[src/rtl/scan_reduce_wb_if.sv]
// Host-side bundle of scan_reduce_wb: memory load port, scan start/mode, and scan results.
// The host drives go/mode/ld_*; the scanner drives status and results.
interface scan_reduce_wb_if #(
  parameter int WIDTH = 8,
  parameter int DEPTH = 16
);
  localparam int AW = $clog2(DEPTH);

  logic             go;
  logic [1:0]       mode;
  logic             ld_en;
  logic [AW-1:0]    ld_addr;
  logic [WIDTH-1:0] ld_data;
  logic             busy;
  logic             done;
  logic [WIDTH-1:0] min;
  logic [WIDTH-1:0] max;
  logic [WIDTH+AW-1:0] sum;
  logic [AW:0]      over_cnt;

  modport master (
    output go, mode, ld_en, ld_addr, ld_data,
    input  busy, done, min, max, sum, over_cnt
  );

  modport slave (
    input  go, mode, ld_en, ld_addr, ld_data,
    output busy, done, min, max, sum, over_cnt
  );
endinterface

[src/rtl/scan_reduce_wb.sv]
// Scans a DEPTH-word memory for min/max/sum/over-threshold count, optionally rewriting words >= THRESH.
// Latency go->done is 2*DEPTH + writebacks + 1; go and host loads are ignored while busy.
module scan_reduce_wb #(
  parameter int WIDTH  = 8,
  parameter int DEPTH  = 16,
  parameter int THRESH = 128
) (
  input logic             Clk,
  input logic             Rst,
  scan_reduce_wb_if.slave bus
);
  localparam int AW = $clog2(DEPTH);
  localparam int SW = WIDTH + AW;
  localparam logic [WIDTH-1:0] TH = WIDTH'(THRESH);

  typedef enum logic [2:0] {IDLE, RD, EV, WR, FIN} state_t;

  state_t           state;
  logic [AW-1:0]    index;
  logic [1:0]       mode_q;
  logic [WIDTH-1:0] rd_data;
  logic [WIDTH-1:0] mem [DEPTH];

  logic             busy_q;
  logic             done_q;
  logic [WIDTH-1:0] min_q;
  logic [WIDTH-1:0] max_q;
  logic [SW-1:0]    sum_q;
  logic [AW:0]      over_q;

  logic             over_hit;
  logic             wb_take;
  logic             last;
  logic [WIDTH-1:0] wb_data;

  assign over_hit = (rd_data >= TH);
  assign wb_take  = over_hit && (mode_q == 2'b01 || mode_q == 2'b10);
  assign wb_data  = (mode_q == 2'b01) ? (rd_data - TH) : (TH - WIDTH'(1));
  assign last     = (index == AW'(DEPTH - 1));

  assign bus.busy     = busy_q;
  assign bus.done     = done_q;
  assign bus.min      = min_q;
  assign bus.max      = max_q;
  assign bus.sum      = sum_q;
  assign bus.over_cnt = over_q;

  // Memory has no reset so its contents survive Rst; a write-back is dropped in the reset cycle.
  always_ff @(posedge Clk) begin
    if (state == WR && !Rst) begin
      mem[index] <= wb_data;
    end else if (bus.ld_en && !busy_q) begin
      mem[bus.ld_addr] <= bus.ld_data;
    end
    if (state == RD) begin
      rd_data <= mem[index];
    end
  end

  always_ff @(posedge Clk) begin
    if (Rst) begin
      state  <= IDLE;
      index  <= '0;
      mode_q <= 2'b00;
      busy_q <= 1'b0;
      done_q <= 1'b0;
      min_q  <= '1;
      max_q  <= '0;
      sum_q  <= '0;
      over_q <= '0;
    end else begin
      case (state)
        IDLE: begin
          if (bus.go) begin
            index  <= '0;
            sum_q  <= '0;
            over_q <= '0;
            min_q  <= '1;
            max_q  <= '0;
            mode_q <= bus.mode;
            done_q <= 1'b0;
            busy_q <= 1'b1;
            state  <= RD;
          end
        end
        RD: state <= EV;
        EV: begin
          if (rd_data < min_q) min_q <= rd_data;
          if (rd_data > max_q) max_q <= rd_data;
          sum_q <= sum_q + SW'(rd_data);
          if (over_hit) over_q <= over_q + (AW + 1)'(1);
          if (wb_take) begin
            state <= WR;
          end else if (last) begin
            state <= FIN;
          end else begin
            index <= index + AW'(1);
            state <= RD;
          end
        end
        WR: begin
          if (last) begin
            state <= FIN;
          end else begin
            index <= index + AW'(1);
            state <= RD;
          end
        end
        FIN: begin
          busy_q <= 1'b0;
          done_q <= 1'b1;
          state  <= IDLE;
        end
        default: state <= IDLE;
      endcase
    end
  end
endmodule

[src/flat_wrapper.sv]
// flat-port wrapper written by rule: the top's interface ports become plain ports
module scan_reduce_wb_flat 
#(
  parameter int WIDTH  = 8,
  parameter int DEPTH  = 16,
  parameter int THRESH = 128
)
  (Clk, Rst, bus_go, bus_mode, bus_ld_en, bus_ld_addr, bus_ld_data, bus_busy, bus_done, bus_min, bus_max, bus_sum, bus_over_cnt);
  scan_reduce_wb_if #(.WIDTH(WIDTH), .DEPTH(DEPTH)) bus_i ();
  input logic Clk;
  input logic Rst;
  input wire logic [$bits(bus_i.go)-1:0] bus_go;
  input wire logic [$bits(bus_i.mode)-1:0] bus_mode;
  input wire logic [$bits(bus_i.ld_en)-1:0] bus_ld_en;
  input wire logic [$bits(bus_i.ld_addr)-1:0] bus_ld_addr;
  input wire logic [$bits(bus_i.ld_data)-1:0] bus_ld_data;
  output wire logic [$bits(bus_i.busy)-1:0] bus_busy;
  output wire logic [$bits(bus_i.done)-1:0] bus_done;
  output wire logic [$bits(bus_i.min)-1:0] bus_min;
  output wire logic [$bits(bus_i.max)-1:0] bus_max;
  output wire logic [$bits(bus_i.sum)-1:0] bus_sum;
  output wire logic [$bits(bus_i.over_cnt)-1:0] bus_over_cnt;
  assign bus_i.go = bus_go;
  assign bus_i.mode = bus_mode;
  assign bus_i.ld_en = bus_ld_en;
  assign bus_i.ld_addr = bus_ld_addr;
  assign bus_i.ld_data = bus_ld_data;
  assign bus_busy = bus_i.busy;
  assign bus_done = bus_i.done;
  assign bus_min = bus_i.min;
  assign bus_max = bus_i.max;
  assign bus_sum = bus_i.sum;
  assign bus_over_cnt = bus_i.over_cnt;
  scan_reduce_wb #(.WIDTH(WIDTH), .DEPTH(DEPTH), .THRESH(THRESH)) u_core (.Clk(Clk), .Rst(Rst), .bus(bus_i));
endmodule
[config.mk]
export PLATFORM = sky130hd
export DESIGN_NAME = scan_reduce_wb_flat
export DESIGN_NICKNAME = d
export VERILOG_FILES = /design/src/rtl/scan_reduce_wb_if.sv /design/src/rtl/scan_reduce_wb.sv /design/src/flat_wrapper.sv
export SDC_FILE = /design/constraint.sdc
export NUM_CORES = 1
export LEC_CHECK = 0
export ABC_CLOCK_PERIOD_IN_PS = 2910
export BUFFER_PORTS_ARGS = -buffer_cell sky130_fd_sc_hd__buf_2
export CORE_ASPECT_RATIO = 1.1
export CORE_UTILIZATION = 55
export CTS_BUF_LIST = sky130_fd_sc_hd__clkbuf_4
export DETAILED_ROUTE_END_ITERATION = 10
export PLACE_DENSITY_LB_ADDON = 0.12
export SYNTH_ARGS = -nofsm -noshare
export SYNTH_HDL_FRONTEND = slang
export SYNTH_SLANG_ARGS = --single-unit
[constraint.sdc]
create_clock -name Clk -period 2.91 [get_ports Clk]
set_input_delay 0.1455 -clock Clk [delete_from_list [all_inputs] [get_ports Clk]]
set_output_delay 0.1455 -clock Clk [all_outputs]
set_load 0.005 [all_outputs]
==> metrics.md <==
| Metric | Value |
|---|---|
| WP buf/inv | `0` |
| Setup_tns | `0 ps` |
| Mapped Cells | `around 540` |
| Reg power frac | `58.1%` |
| Core Area | `around 14000 um^2` |
| First-pass GRT wire length | `27000 um` |
| Number of global-route vias before repair | `4784` |
| Clock Path Buffers | `2` |
| GR Layer Usage met2 | `42.4%` |
| Via count | `just under 5000` |
| Top Usage Layer GRT | `met2` |
| GR Util met1 | `33.0%` |
| Crit path from | `u_core.state[1]` |
| Synth Net Count | `583` |
| Num CTS Buffers | `17` |
| WL final | `~17000 um` |
| Worst Path Max Fanout | `11` |
| #FFs+latches synth | `180` |
| Fmax | `397 MHz` |
| Max transition margin | `47.4%` |
| CP Launch Type | `register` |
| Met3 GRT Util | `4.99%` |
| IO Count | `53` |
| HP Start | `Rst` |
| RSZ-0062 raised after global routing | `no` |
| Crit share post-route | `just under 90%` |
| Final Cell Area | `just under 9000 um^2` |
| First-pass DRT Iterations | `5` |
| DIE AREA | `15000 um^2` |
| P_sw | `1190 uW` |
| Vias per std cell | `5.96` |
| Data required, critical path | `just over 3000 ps` |
| R2R Path Start | `u_core.state[1]` |
| Area delta synth->final | `11.2%` |
| Skew-Pair Late Insertion Delay | `570 ps` |
| Synth area leaders | `edfxtp_1, mux4_2, dfxtp_1, ha_1, nor2_1` |
| Net Sw Frac | `23.9%` |
| GRT Total Usage | `25.0%` |
| Placed Instance Area | `8540 um^2` |
| Post-synth ARST share | `0%` |
| Max Slew Vio Count | `0` |
| Final net count | `between 600 and 700` |
| Comb power frac | `10.9%` |
| Yosys warns | `0` |
| Slowest cell on crit path | `nor2_1` |
| Initial antenna violation count | `1` |
| GPL Wtd Cong | `0.934` |
| Clock power frac | `31.0%` |
| Gr ovfl total | `0` |
| CP cell instances | `and4bb_1 > or2_1 > and3_1 > o21ai_1 > nor2_1` |
| Path type of the worst setup path | `register to register` |
| Finish-stage setup viols | `0` |
| Yosys cell types | `61` |
| Post-detail-place hpwl | `12200 um` |
| Largest net degree at the start of global routing | `44` |
| Synth top area share | `51.0%` |
| Die height | `129 um` |
| ANT nets after route | `0` |
| Pre-CTS setup slack | `roughly 440 ps` |
| Share of layout cells above drive strength 1 | `26.4%` |
| Final hold violations | `0` |
| Worst-path clk slew | `~130 ps` |
| Crit path max-delay family | `simple AND/OR/NAND/NOR gates` |
| HP Class | `primary input to register` |
| Crit. End Element | `register` |
| First DRT Iteration DRCs | `between 300 and 400` |
| Total of max-cap violations | `0` |
| Number of flops mapped to enable cells by yosys | `136` |
| Pint | `3790 uW` |
| Pwr Density | `559 nW/um^2` |
| TritonCTS clock tree | `done` |
| Synthesized area | `between 8000 and 9000 um^2` |
| Worst clock skew | `20.4 ps` |
| Minimum clock period | `approximately 2500 ps` |
| Worst EP arrival | `around 2700 ps` |
| IO buf count | `52` |
| LEAKAGE | `0.00317 uW` |
| Ys flop type | `edfxtp_1` |
| Final setup margin | `between 300 and 400 ps` |
| Clock sinks | `180` |
| Routed wire per std cell | `21.0 um` |
| Max stage delay on crit path | `580 ps` |
| Status | `complete, no violations` |
| Die Width | `117 um` |
| H-Tree Depth | `4` |
| Hold slack | `about 120 ps` |
| Avg Cell Area, Syn | `14.9 um^2` |
| Site Rows | `45` |
| CTS root buf | `clkbuf_4` |
| DRC violations left | `0` |
| Sequential share of the synthesized area | `between 60 and 70%` |
| Filler Cell Count | `1045` |
| Actual slew at the worst max-slew pin | `788 ps` |
| Starting Density | `57.1%` |
| Peak supply drop | `0.000421 V` |
| Area leader, netlist | `edfxtp_1` |
metrics by stage:
stage,util (%),total power (uW),instances
after floorplan,-,3310,538
after global placement,60.9,3480,776
after detailed placement,60.9,3500,776
after CTS,63.5,5020,810
after global routing,63.5,5190,811
final,63.5,4980,811
metal layers:
| layer | part of all wire (%) | vias up |
|---|---|---|
| li1 | - | 2226 |
| met1 | 42 | 2416 |
| met2 | 52 | 175 |
| met3 | 4.8 | 19 |
| met4 | 1.5 | 0 |
| met5 | 0 | - |
power groups by stage:
stage	clock (uW)	sequential (uW)	combinational, uW
detailed placement	0	2950	545
global placement	0	2950	531
CTS	1580	2890	549
finish	1540	2890	544
global route	1690	2900	595
floorplan	0	2920	391
state kept, by name, indices dropped and copies added (netlist names):
register,count
u_core.bus.busy,1
u_core.bus.done,1
u_core.bus.min,8
u_core.bus.max,8
u_core.bus.over_cnt,5
u_core.index,4
u_core.bus.sum,12
u_core.mode_q,2
u_core.mem,128
u_core.state,3
u_core.rd_data,8
cell families (layout without fill, tap and decap cells):
family                     count (synthesis)  count (layout)  synth area share (%)
DFF                                      180             180                  62.0
and+or+nand+nor                          142             142                  9.41
AOI/OAI and AO/OA                         72              72                  6.71
muxes                                     56              56                  13.4
buffers and inverters                     50             134                  2.94
adders and majority gates                 27              27                  4.32
xor gates and xnor gates                  11              11                  1.20
other                                      0               1                     0
repair_timing:
action / CTS / global route
hold buffers: 3 / 0
endpoints found under the hold margin: 4 / 0
buffers inserted: 0 / 0
gates resized for setup: 0 / 0
Yosys cell counts (8+ instances only):
cell and instances:
a21oi_1 12, a31oi_1 12, buf_2 9, dfxtp_1 44
edfxtp_1 136, ha_1 26, inv_1 25, mux2i_1 12
mux4_2 40, nand2_1 11, nand2b_1 13, nor2_1 59
nor3_1 8, nor3b_1 10, or3_1 9
worst paths after layout:
check	to	slack, ps	cells past startpoint
max	u_core.mem[13][1]	390	5
min	u_core.bus.over_cnt[0]	120	3
max reg2reg	u_core.mem[13][1]	390	5
min reg2reg	u_core.bus.sum[5]	490	2
layout make-up:
type                    instances  area (um^2)  area share, %
flip-flops and latches        180         4970           55.8
multi-input cells             308         2800           31.5
diodes                          1         2.50         0.0281
repair buffers                 78          475           5.34
well taps                     188          235           2.64
clock inverters                11          175           1.97
inverters                      25         93.8           1.05
clock buffers                  20          150           1.69
layout by cell type (no fill, tap or decap), types with 4 or more instances in the layout:
cell type  count
edfxtp_1     136
nor2_1        59
buf_2         52
dfxtp_1       43
mux4_2        40
ha_1          26
inv_1         25
buf_4         22
clkbuf_4      20
nand2b_1      13
a31oi_1       12
a21oi_1       12
mux2i_1       12
nand2_1       11
nor3b_1       10
or3_1          9
nor3_1         8
nand3_1        7
a22oi_1        7
o32a_1         6
xor2_1         6
o21ai_0        5
a21o_1         5
xnor2_1        5
and3_1         4
nand4_1        4
bufinv_16      4
worst min-delay path, cell delays in order:
cell and delay, ps:
buf_2 110, buf_4 250, nor2_1 130
Note: power is estimated with default switching activity, not from simulation.
